File: src/rtl/mem_arb_pkg.sv
// rtl/mem_arb_pkg.sv - shared state encoding and port identifiers for the RAM bus arbiter
package mem_arb_pkg;

  typedef enum logic [1:0] {
    IDLE   = 2'd0,
    ACCESS = 2'd1,
    DONE   = 2'd2
  } arb_state_e;

  localparam logic PORT_CPU = 1'b0;
  localparam logic PORT_DMA = 1'b1;

endpackage

File: src/rtl/mem_bus_arbiter_if.sv
// rtl/mem_bus_arbiter_if.sv - one requester port of the RAM bus arbiter
interface mem_bus_arbiter_if #(
  parameter int ADDR_W = 64,
  parameter int DATA_W = 64
);

  logic              req;
  logic              we;
  logic [ADDR_W-1:0] addr;
  logic [DATA_W-1:0] wdata;
  logic [DATA_W-1:0] rdata;
  logic              done;

  modport master (output req, we, addr, wdata, input rdata, done);
  modport slave  (input req, we, addr, wdata, output rdata, done);

endinterface

File: src/rtl/rr_pick2.sv
// rtl/rr_pick2.sv - combinational two-way round-robin chooser
module rr_pick2
  import mem_arb_pkg::*;
(
  input  logic req0_i,
  input  logic req1_i,
  input  logic last_gnt_i,
  output logic gnt_valid_o,
  output logic gnt_id_o
);

  always_comb begin
    gnt_valid_o = req0_i | req1_i;
    // On a tie the port that did not win last time goes next.
    if (req0_i && req1_i) begin
      gnt_id_o = (last_gnt_i == PORT_CPU) ? PORT_DMA : PORT_CPU;
    end else begin
      gnt_id_o = req1_i ? PORT_DMA : PORT_CPU;
    end
  end

endmodule

File: src/rtl/mem_bus_arbiter.sv
// rtl/mem_bus_arbiter.sv - shares one RAM bus between the CPU (port 0) and DMA/loader (port 1)
module mem_bus_arbiter
  import mem_arb_pkg::*;
#(
  parameter int ADDR_W  = 64,
  parameter int DATA_W  = 64,
  parameter int RAM_LAT = 1
) (
  input  logic              clk_i,
  input  logic              reset_ni,
  mem_bus_arbiter_if.slave  m0,
  mem_bus_arbiter_if.slave  m1,
  output logic              ram_cs_o,
  output logic              ram_we_o,
  output logic              ram_oe_o,
  output logic [ADDR_W-1:0] ram_addr_o,
  output logic [DATA_W-1:0] ram_wdata_o,
  input  logic [DATA_W-1:0] ram_rdata_i,
  output logic              busy_o,
  output logic              gnt_id_o
);

  localparam int              CNT_W    = (RAM_LAT > 1) ? $clog2(RAM_LAT) : 1;
  localparam logic [CNT_W-1:0] CNT_LOAD = CNT_W'(RAM_LAT - 1);

  arb_state_e        state_q;
  logic [CNT_W-1:0]  cnt_q;
  logic              last_gnt_q;
  logic              gnt_id_q;
  logic              busy_q;
  logic              ram_cs_q;
  logic              ram_we_q;
  logic              ram_oe_q;
  logic [ADDR_W-1:0] ram_addr_q;
  logic [DATA_W-1:0] ram_wdata_q;
  logic [DATA_W-1:0] rdata0_q;
  logic [DATA_W-1:0] rdata1_q;
  logic              done0_q;
  logic              done1_q;
  logic              pick_valid;
  logic              pick_id;

  rr_pick2 u_pick (
    .req0_i      (m0.req),
    .req1_i      (m1.req),
    .last_gnt_i  (last_gnt_q),
    .gnt_valid_o (pick_valid),
    .gnt_id_o    (pick_id)
  );

  // The ram_* registers double as the latched request fields.
  always_ff @(posedge clk_i or negedge reset_ni) begin
    if (!reset_ni) begin
      state_q     <= IDLE;
      cnt_q       <= '0;
      last_gnt_q  <= PORT_DMA;
      gnt_id_q    <= PORT_CPU;
      busy_q      <= 1'b0;
      ram_cs_q    <= 1'b0;
      ram_we_q    <= 1'b0;
      ram_oe_q    <= 1'b0;
      ram_addr_q  <= '0;
      ram_wdata_q <= '0;
      rdata0_q    <= '0;
      rdata1_q    <= '0;
      done0_q     <= 1'b0;
      done1_q     <= 1'b0;
    end else begin
      case (state_q)
        IDLE: begin
          if (pick_valid) begin
            state_q    <= ACCESS;
            gnt_id_q   <= pick_id;
            last_gnt_q <= pick_id;
            cnt_q      <= CNT_LOAD;
            busy_q     <= 1'b1;
            ram_cs_q   <= 1'b1;
            if (pick_id == PORT_CPU) begin
              ram_we_q    <= m0.we;
              ram_oe_q    <= !m0.we;
              ram_addr_q  <= m0.addr;
              ram_wdata_q <= m0.we ? m0.wdata : '0;
            end else begin
              ram_we_q    <= m1.we;
              ram_oe_q    <= !m1.we;
              ram_addr_q  <= m1.addr;
              ram_wdata_q <= m1.we ? m1.wdata : '0;
            end
          end
        end
        ACCESS: begin
          if (cnt_q == '0) begin
            if (!ram_we_q) begin
              if (gnt_id_q == PORT_CPU) rdata0_q <= ram_rdata_i;
              else                      rdata1_q <= ram_rdata_i;
            end
            done0_q     <= (gnt_id_q == PORT_CPU);
            done1_q     <= (gnt_id_q == PORT_DMA);
            ram_cs_q    <= 1'b0;
            ram_we_q    <= 1'b0;
            ram_oe_q    <= 1'b0;
            ram_addr_q  <= '0;
            ram_wdata_q <= '0;
            state_q     <= DONE;
          end else begin
            cnt_q <= cnt_q - CNT_W'(1);
          end
        end
        DONE: begin
          done0_q <= 1'b0;
          done1_q <= 1'b0;
          busy_q  <= 1'b0;
          state_q <= IDLE;
        end
        default: state_q <= IDLE;
      endcase
    end
  end

  assign m0.rdata    = rdata0_q;
  assign m0.done     = done0_q;
  assign m1.rdata    = rdata1_q;
  assign m1.done     = done1_q;
  assign ram_cs_o    = ram_cs_q;
  assign ram_we_o    = ram_we_q;
  assign ram_oe_o    = ram_oe_q;
  assign ram_addr_o  = ram_addr_q;
  assign ram_wdata_o = ram_wdata_q;
  assign busy_o      = busy_q;
  assign gnt_id_o    = gnt_id_q;

endmodule

File: src/flat_wrapper.sv
// flat-port wrapper written by rule: the top's interface ports become plain ports
module mem_bus_arbiter_flat import mem_arb_pkg::*;
#(
  parameter int ADDR_W  = 64,
  parameter int DATA_W  = 64,
  parameter int RAM_LAT = 1
)
  (clk_i, reset_ni, ram_cs_o, ram_we_o, ram_oe_o, ram_addr_o, ram_wdata_o, ram_rdata_i, busy_o, gnt_id_o, m0_req, m0_we, m0_addr, m0_wdata, m0_rdata, m0_done, m1_req, m1_we, m1_addr, m1_wdata, m1_rdata, m1_done);
  mem_bus_arbiter_if #(.ADDR_W(ADDR_W), .DATA_W(DATA_W)) m0_i ();
  mem_bus_arbiter_if #(.ADDR_W(ADDR_W), .DATA_W(DATA_W)) m1_i ();
  input  logic clk_i;
  input  logic reset_ni;
  output logic ram_cs_o;
  output logic ram_we_o;
  output logic ram_oe_o;
  output logic [ADDR_W-1:0] ram_addr_o;
  output logic [DATA_W-1:0] ram_wdata_o;
  input  logic [DATA_W-1:0] ram_rdata_i;
  output logic busy_o;
  output logic gnt_id_o;
  input wire logic [$bits(m0_i.req)-1:0] m0_req;
  input wire logic [$bits(m0_i.we)-1:0] m0_we;
  input wire logic [$bits(m0_i.addr)-1:0] m0_addr;
  input wire logic [$bits(m0_i.wdata)-1:0] m0_wdata;
  output wire logic [$bits(m0_i.rdata)-1:0] m0_rdata;
  output wire logic [$bits(m0_i.done)-1:0] m0_done;
  input wire logic [$bits(m1_i.req)-1:0] m1_req;
  input wire logic [$bits(m1_i.we)-1:0] m1_we;
  input wire logic [$bits(m1_i.addr)-1:0] m1_addr;
  input wire logic [$bits(m1_i.wdata)-1:0] m1_wdata;
  output wire logic [$bits(m1_i.rdata)-1:0] m1_rdata;
  output wire logic [$bits(m1_i.done)-1:0] m1_done;
  assign m0_i.req = m0_req;
  assign m0_i.we = m0_we;
  assign m0_i.addr = m0_addr;
  assign m0_i.wdata = m0_wdata;
  assign m0_rdata = m0_i.rdata;
  assign m0_done = m0_i.done;
  assign m1_i.req = m1_req;
  assign m1_i.we = m1_we;
  assign m1_i.addr = m1_addr;
  assign m1_i.wdata = m1_wdata;
  assign m1_rdata = m1_i.rdata;
  assign m1_done = m1_i.done;
  mem_bus_arbiter #(.ADDR_W(ADDR_W), .DATA_W(DATA_W), .RAM_LAT(RAM_LAT)) u_core (.clk_i(clk_i), .reset_ni(reset_ni), .m0(m0_i), .m1(m1_i), .ram_cs_o(ram_cs_o), .ram_we_o(ram_we_o), .ram_oe_o(ram_oe_o), .ram_addr_o(ram_addr_o), .ram_wdata_o(ram_wdata_o), .ram_rdata_i(ram_rdata_i), .busy_o(busy_o), .gnt_id_o(gnt_id_o));
endmodule
File: config.mk
export PLATFORM = sky130hd
export DESIGN_NAME = mem_bus_arbiter_flat
export DESIGN_NICKNAME = d
export VERILOG_FILES = /design/src/rtl/mem_arb_pkg.sv /design/src/rtl/mem_bus_arbiter_if.sv /design/src/rtl/rr_pick2.sv /design/src/rtl/mem_bus_arbiter.sv /design/src/flat_wrapper.sv
export SDC_FILE = /design/constraint.sdc
export NUM_CORES = 1
export LEC_CHECK = 0
export BUFFER_PORTS_ARGS = -buffer_cell sky130_fd_sc_hd__buf_4
export CAP_MARGIN = 10
export CELL_PAD_IN_SITES_DETAIL_PLACEMENT = 0
export CELL_PAD_IN_SITES_GLOBAL_PLACEMENT = 2
export CORE_ASPECT_RATIO = 0.5
export CORE_MARGIN = 3
export CORE_UTILIZATION = 30
export DETAILED_ROUTE_END_ITERATION = 7
export GPL_TIMING_DRIVEN = 0
export PLACE_DENSITY = 0.92
export SYNTH_ARGS = -nofsm -noshare
export SYNTH_HDL_FRONTEND = slang
export SYNTH_SLANG_ARGS = --single-unit
File: constraint.sdc
create_clock -name clk_i -period 3.05 [get_ports clk_i]
set_clock_uncertainty 0.05 [all_clocks]
set_input_delay 0.61 -clock clk_i [delete_from_list [all_inputs] [get_ports clk_i]]
set_output_delay 0.61 -clock clk_i [all_outputs]
set_load 0.01 [all_outputs]
==> results.py, run 1 <==
metrics = {
    "grt": {
        "met1_usage": 0.274,
        "grt_use_met2": 0.381,
        "gr-usage-all-layers": 0.214,
        "grt_pass1_vias": 9989,
        "antenna_found_initial": 2,
        "met3_usage": 0.0351,
        "grt.overflow.total": 0,
        "top_usage_layer": "met2",
        "grt_pass1_wl_mm": 66.4,
        "grt_start_max_net_pins": 118,
    },
    "drt": {
        "viasPerCell": 4.76,
        "postRouteAntennaNets": 0,
        "vias": 9767,
        "firstDrtPassIters": 6,
        "remaining_drc_errors": 0,
        "wl_per_cell_um": 22.9,
        "drtIter0Drc": 403,
        "wl_mm": 46.9,
    },
    "logic_synthesis": {
        "yosys.area.top_type_share": 0.574,
        "synth_top_cells_by_area": "dfrtp_1 57%, mux2_2 13%, mux2i_1 5.6%, a22o_1 5.0%, o2bb2ai_1 4.9%",
        "synth_top_cell_by_area": "dfrtp_1",
        "ys_warn_count": 0,
        "yosysUniqueCellTypes": 27,
        "synth_seq_cells": 266,
        "ys_seq_area_frac": 0.577,
        "netlist_area_mm2": 0.0115,
        "syn_inst": 893,
        "syn-num-nets": 1224,
        "syn_avg_cell_area_um2": 12.9,
    },
    "critical_path": {
        "critical_path_class": "reg2reg",
        "critical_path.startpoint_type": "register",
        "crit_fanout": 10,
        "required_ps": 3440,
        "end_kind": "register",
        "worstPathArrival_ps": 2700,
    },
    "clock_tree": {
        "cts_sinks": 266,
        "clock_path_buffers": 3,
        "tritoncts": "yes",
        "cts_root_buf": "clkbuf_16",
        "hold_buffers": 0,
        "clock_latency_ps": 550,
        "htreeDepth": 1,
        "cts_resized": 0,
        "numCtsBuffers": 26,
        "postCtsSetupBuffers": 0,
        "clk_pin_slew_ps": 70,
    },
    "die": {
        "pin_count": 589,
        "coreArea_mm2": 0.0377,
        "die_area_mm2": 0.0410,
        "initial_utilization": 0.307,
        "fp.dieW_um": 283,
        "die_h_um": 145,
        "rows": 50,
    },
    "timing": {
        "hold_viol_final": 0,
        "fin_crit_sh": 0.757,
        "setup_violations": 0,
        "max_freq_ghz": 0.433,
        "tightest_slew_ps": 925,
        "slew_viol_final": 0,
        "rsz0062_at_grt": "no",
        "slew-limit-headroom": 0.383,
        "period_needed_ps": 2310,
    },
    "placement": {
        "place_inst": 2002,
        "routabilityCongestion": 0.917,
        "post_dp_cell_area_mm2": 0.0167,
        "post-dp-hpwl_mm": 37.2,
        "port_buffers": 587,
    },
    "worst_hold_path": {
        "hp-class": "in2async",
    },
    "final_layout": {
        "area_delta_synth_final_pct": 52.2,
        "fin_cells": 2051,
        "final_layout_size_suffix_gt1_frac": 0.531,
        "nets": 1841,
        "final_area_mm2": 0.0176,
    },
    "job": {
        "maxCapViolCount": 0,
    },
    "pwr": {
        "p_leak_nw": 8.71,
        "peakVddDrop_mv": 0.462,
        "p_per_area_mw_per_mm2": 992,
    },
    "status": {
        "status": "finished clean",
    },
}
==> power breakdown <==
| group | total [W] | internal [W] | switching (W) |
|---|---|---|---|
| clock network | 0.00343 | 0.00196 | 0.00147 |
| logic | 0.00805 | 0.00402 | 0.00403 |
| registers | 0.00596 | 0.00509 | 0.000870 |
==> registers in the layout (all words and copies together), names as in the netlist <==
| register | count |
|---|---|
| u_core.ram_we_o | 1 |
| u_core.state_q | 2 |
| u_core.gnt_id_o | 1 |
| u_core.m0.done | 1 |
| u_core.ram_wdata_o | 64 |
| u_core.ram_oe_o | 1 |
| u_core.busy_o | 1 |
| u_core.ram_addr_o | 64 |
| u_core.m1.rdata | 64 |
| u_core.m0.rdata | 64 |
| u_core.last_gnt_q | 1 |
| u_core.ram_cs_o | 1 |
| u_core.m1.done | 1 |
==> layout by cell type (no fill, tap or decap), types with 3 or more instances in the layout <==
cell type,count
a22o_1,66
buf_1,4
buf_2,40
buf_4,592
bufinv_16,3
clkbuf_1,30
clkbuf_16,26
clkbuf_8,5
clkinv_2,5
clkinvlp_4,3
dfrtp_1,265
ha_1,5
inv_1,68
mux2_2,129
mux2i_1,65
nand2_1,68
o21ai_0,5
o2bb2ai_1,65
o32ai_1,64
==> synth_stat cells <==
cell / n
and2_1: 1
mux2_2: 129
dfrtp_1: 265
o21ai_0: 5
buf_1: 4
dfstp_2: 1
a22o_1: 66
or3b_4: 1
clkbuf_1: 26
o2bb2ai_1: 65
buf_6: 1
nor3b_1: 2
nand3b_1: 2
o311ai_0: 1
a21o_1: 1
buf_4: 6
inv_1: 68
nor2_1: 2
a21oi_1: 2
mux2i_1: 65
o21ai_2: 1
o32ai_1: 64
or3b_1: 1
a21boi_2: 1
nand2_1: 68
buf_2: 40
ha_1: 5
==> worst max-delay path, cell delays in order (launching register included) <==
cell and delay [ps]:
dfrtp_1 350, inv_1 90, ha_1 250, nand3b_1 100
clkbuf_1 530, buf_2 440, mux2_2 380
==> layout make-up <==
class	instances	area, um2
antenna	2	5.00
fill	3596	20100
tap	520	651
clock inverter	12	168
timing repair buffer	589	4470
multi-input combinational	482	4260
inverter	68	255
buffer	77	369
clock buffer	35	734
sequential	266	6660
==> kinds of logic (layout without fill, tap and decap cells) <==
kind of cell	Yosys count	after routing	share of synthesized area
simple gates	77	77	0.0276
compound gates	206	206	0.154
other cells	0	2	0
mux	194	194	0.182
flops	266	266	0.577
fa+ha+maj	5	5	0.00542
buf+inv	145	781	0.0541
==> through the flow <==
| stage | worst slack (ps) | setup TNS (ps) | hold WS [ps] | total power, W | util |
|---|---|---|---|---|---|
| 3_3_place_gp | -1060 | -274860 | 413 | 0.0140 | 0.441 |
| 5_1_grt | 546 | 0 | 154 | 0.0184 | 0.467 |
| 4_1_cts | 673 | 0 | 124 | 0.0177 | 0.466 |
| 2_1_floorplan | 1230 | 0 | 264 | 0.00979 | - |
| 3_5_place_dp | 682 | 0 | 425 | 0.0142 | 0.443 |
| 6_report | 740 | 0 | 103 | 0.0174 | 0.467 |
==> final timing paths <==
path	startpoint	to	slack [ps]	cells after the start
max in group asynchronous	reset_ni	u_core.ram_wdata_o[52]	1890	2
worst max register to register	u_core.state_q[1]	u_core.m1.rdata[7]	740	6
worst min-delay path	reset_ni	u_core.m1.rdata[52]	100	1
worst max-delay path	u_core.state_q[1]	u_core.m1.rdata[7]	740	6
min in group clk_i	ram_rdata_i[45]	u_core.m0.rdata[45]	240	2
worst min register to register	u_core.ram_addr_o[5]	u_core.ram_addr_o[5]	440	1
==> per-layer routing <==
layer,routed length (um),up-vias,share of wire
li1,-,4512,-
met1,19500,4996,0.42
met2,24200,186,0.52
met3,1700,73,0.036
met4,1530,0,0.033
met5,0,-,0
Power figures use the tool's default switching activity.
==> run 2: changes to the inputs <==
--- a/config.mk
+++ b/config.mk
@@ -5,16 +5,17 @@
 export SDC_FILE = /design/constraint.sdc
 export NUM_CORES = 1
 export LEC_CHECK = 0
+export ABC_AREA = 1
 export BUFFER_PORTS_ARGS = -buffer_cell sky130_fd_sc_hd__buf_4
 export CAP_MARGIN = 10
 export CELL_PAD_IN_SITES_DETAIL_PLACEMENT = 0
 export CELL_PAD_IN_SITES_GLOBAL_PLACEMENT = 2
 export CORE_ASPECT_RATIO = 0.5
 export CORE_MARGIN = 3
-export CORE_UTILIZATION = 30
+export CORE_UTILIZATION = 25
 export DETAILED_ROUTE_END_ITERATION = 7
 export GPL_TIMING_DRIVEN = 0
-export PLACE_DENSITY = 0.92
+export PLACE_DENSITY = 0.86
 export SYNTH_ARGS = -nofsm -noshare
 export SYNTH_HDL_FRONTEND = slang
 export SYNTH_SLANG_ARGS = --single-unit
==> constraint.sdc (replaced) <==
create_clock -name clk_i -period 2.2 [get_ports clk_i]
set_clock_uncertainty 0.05 [all_clocks]
set_input_delay 0.44 -clock clk_i [delete_from_list [all_inputs] [get_ports clk_i]]
set_output_delay 0.44 -clock clk_i [all_outputs]
set_load 0.01 [all_outputs]
==> run 2 against run 1 <==
Compared with the run above:
- first-iteration DRC count rose by 98%
- sequential share of layout area decreased by 2.5 points
- synthesized area rose by 8.1%
- non-clock buffer count is 42 higher
- register-to-register slack worse by 540 ps
- synthesized cell count increased by 78%
- critical path type unchanged
==> results.py, run 2 <==
metrics = {
    "pwr": {
        "peakVddDrop_mv": 0.632,
        "fin_total_pwr_w": 0.0247,
        "p_leak_nw": 10.3,
        "p_per_area_mw_per_mm2": 1310,
        "switching_share": 0.404,
        "p_switching_w": 0.00996,
        "p_int_w": 0.0147,
        "clockPowerShare": 0.216,
        "power_frac_comb": 0.452,
        "seq_power_share": 0.332,
    },
    "clock_tree": {
        "cts_root_buf": "clkbuf_16",
        "cts_sinks": 266,
        "numCtsBuffers": 29,
        "clock_path_buffers": 3,
        "clk_pin_slew_ps": 70,
        "clock_latency_ps": 580,
        "postCtsSetupBuffers": 0,
        "htreeDepth": 1,
        "tritoncts": "yes",
    },
    "final_layout": {
        "fill_cells": 5183,
        "seq_area_mm2": 0.00666,
        "final_common_cell": "nand2_1",
        "final_layout_size_suffix_gt1_frac": 0.319,
        "most-common-layout-cells": "595 x nand2_1, 587 x buf_4, 265 x dfrtp_1, 195 x nand3_1, 135 x inv_1",
        "multi_input_area_mm2": 0.00479,
        "final_util": 0.384,
        "nets": 2538,
        "area_delta_synth_final_pct": 50.7,
    },
    "logic_synthesis": {
        "syn_inst": 1588,
        "synth_top_cell_by_area": "dfrtp_1",
        "synth_seq_cells": 266,
        "syn-num-nets": 1919,
        "syn_avg_cell_area_um2": 7.86,
        "synthFlopType": "dfrtp_1",
        "synthArstFlopShare": 1.00,
        "yosysUniqueCellTypes": 20,
        "netlist_area_mm2": 0.0125,
        "synth_common_cells": "595 x nand2_1, 265 x dfrtp_1, 195 x nand3_1",
        "ys_warn_count": 0,
        "yosys.area.top_type_share": 0.531,
        "synth_top_cells_by_area": "dfrtp_1 53%, nand2_1 18%, nand3_1 7.8%, o21ai_0 5.1%, inv_1 4.1%",
        "ys_seq_area_frac": 0.533,
        "yosysMostFrequentCell": "nand2_1",
        "synth_edf_count": 0,
    },
    "drt": {
        "wl_per_cell_um": 20.1,
        "vias": 13000,
        "postRouteAntennaNets": 0,
        "drtIter0Drc": 798,
        "remaining_drc_errors": 0,
        "viasPerCell": 4.53,
        "firstDrtPassIters": 5,
        "wl_mm": 57.8,
    },
    "die": {
        "rows": 57,
        "initial_utilization": 0.255,
        "fp.dieW_um": 322,
        "die_area_mm2": 0.0528,
        "pin_count": 589,
        "die_h_um": 164,
        "coreArea_mm2": 0.0489,
    },
    "critical_path": {
        "rr_startpoint": "u_core.state_q[0]",
        "cp_top_family": "buffers and inverters",
        "critical_path_class": "reg2reg",
        "worst-path-buf-inv": 4,
        "crit_fanout": 10,
        "end_kind": "register",
        "worstPathArrival_ps": 2470,
        "slowest_delay_ps": 400,
        "critical_path.startpoint_type": "register",
        "required_ps": 2670,
        "path_cells": "inv_1 > ha_2 > inv_2 > nor3_1 > buf_4 > buf_2 > nand3_1 > nand2_1",
        "crit_start": "u_core.state_q[0]",
        "crit_slowest_cell": "dfrtp_1",
    },
    "placement": {
        "post-dp-hpwl_mm": 45.9,
        "port_buffers": 585,
        "routabilityCongestion": 0.887,
    },
    "timing": {
        "setup_violations": 0,
        "slew_viol_final": 0,
        "hold_viol_final": 0,
        "tns_ps": 0,
        "fin_crit_sh": 0.911,
        "period_needed_ps": 2000,
        "max_freq_ghz": 0.499,
        "rsz0062_at_grt": "yes",
        "slew-limit-headroom": 0.461,
        "tightest_slew_ps": 809,
    },
    "job": {
        "maxCapViolCount": 0,
    },
    "worst_hold_path": {
        "hp-class": "in2reg",
        "min-delay-start": "ram_rdata_i[18]",
    },
    "grt": {
        "grt_pass1_wl_mm": 82.7,
        "antenna_found_initial": 3,
        "grt_pass1_vias": 12900,
        "grt.overflow.total": 0,
        "grt_start_max_net_pins": 108,
        "gr-usage-all-layers": 0.210,
    },
    "status": {
        "status": "finished clean",
    },
}
run 2: changes by cell type in the layout (fill, tap and decap cells not counted), moves of 67 or more:
cell     previous run  this run
inv_1              68       135
mux2_2            129         0
nand2_1            68       595
nand3_1             0       195
o21ai_0             5       126
o21ai_1             0        72
run 2: path summary, 6_finish.rpt:
| check | to | slack [ps] | cells after the start |
|---|---|---|---|
| worst max-delay path | u_core.ram_addr_o[32] | 200 | 8 |
| worst min-delay path | u_core.m0.rdata[18] | 70 | 3 |
| worst max register to register | u_core.ram_addr_o[32] | 200 | 8 |
| worst min register to register | u_core.last_gnt_q | 410 | 2 |
| max in group asynchronous | u_core.ram_addr_o[12] | 290 | 4 |
| min in group asynchronous | u_core.m1.rdata[48] | 400 | 2 |
run 2: power groups by stage:
| stage | Combinational [W] | Sequential (W) | Clock [W] |
|---|---|---|---|
| finish | 0.0112 | 0.00818 | 0.00533 |
| global route | 0.0123 | 0.00843 | 0.00566 |
| CTS | 0.0113 | 0.00817 | 0.00547 |
| detailed placement | 0.0113 | 0.00824 | 0 |
| global placement | 0.0112 | 0.00817 | 0 |
| floorplan | 0.00428 | 0.00899 | 0 |
run 2: tightest hold or removal path, delay by kind of cell:
| kind | cells | cell delay, ps |
|---|---|---|
| buf+inv | 2 | 100 |
| compound gates | 1 | 110 |
run 2: through the flow:
stage	setup slack (ps)	area, um2	instances	hold slack, ps
CTS	22.6	18800	2878	27.0
floorplan	576	12500	1588	94.4
finish	196	18800	2879	65.1
global placement	-1870	17700	2822	402
global route	-13.2	18800	2879	35.0
detailed placement	13.7	17800	2824	403
run 2: layout make-up:
cell class                 instances  share of cell area
timing repair buffer             588               0.237
clock buffer                      38              0.0436
multi-input combinational       1065               0.255
sequential                       266               0.354
tap                              649              0.0432
clock inverter                    15              0.0108
antenna                            1            0.000133
buffer                           120              0.0288
inverter                         137              0.0273
run 2: metal layers:
layer	routed length, um	vias to the layer above	share of wire	track usage
li1	-	6282	-	-
met1	22800	6332	0.39	0.250
met2	30300	289	0.52	0.381
met3	2020	121	0.035	0.0313
met4	2670	4	0.046	0.0845
met5	33	-	0.00057	0
run 2: what timing repair did:
action | CTS | global route
setup endpoints to repair | 0 | 179
endpoints found under the hold margin | 77 | 0
resized for setup | 0 | 28
hold buffers | 1 | 0
run 2: kinds of logic after synthesis:
family,share of synthesized area
flops,0.533
simple gates,0.298
buf+inv,0.0831
fa+ha+maj,0.00501
compound gates,0.0811
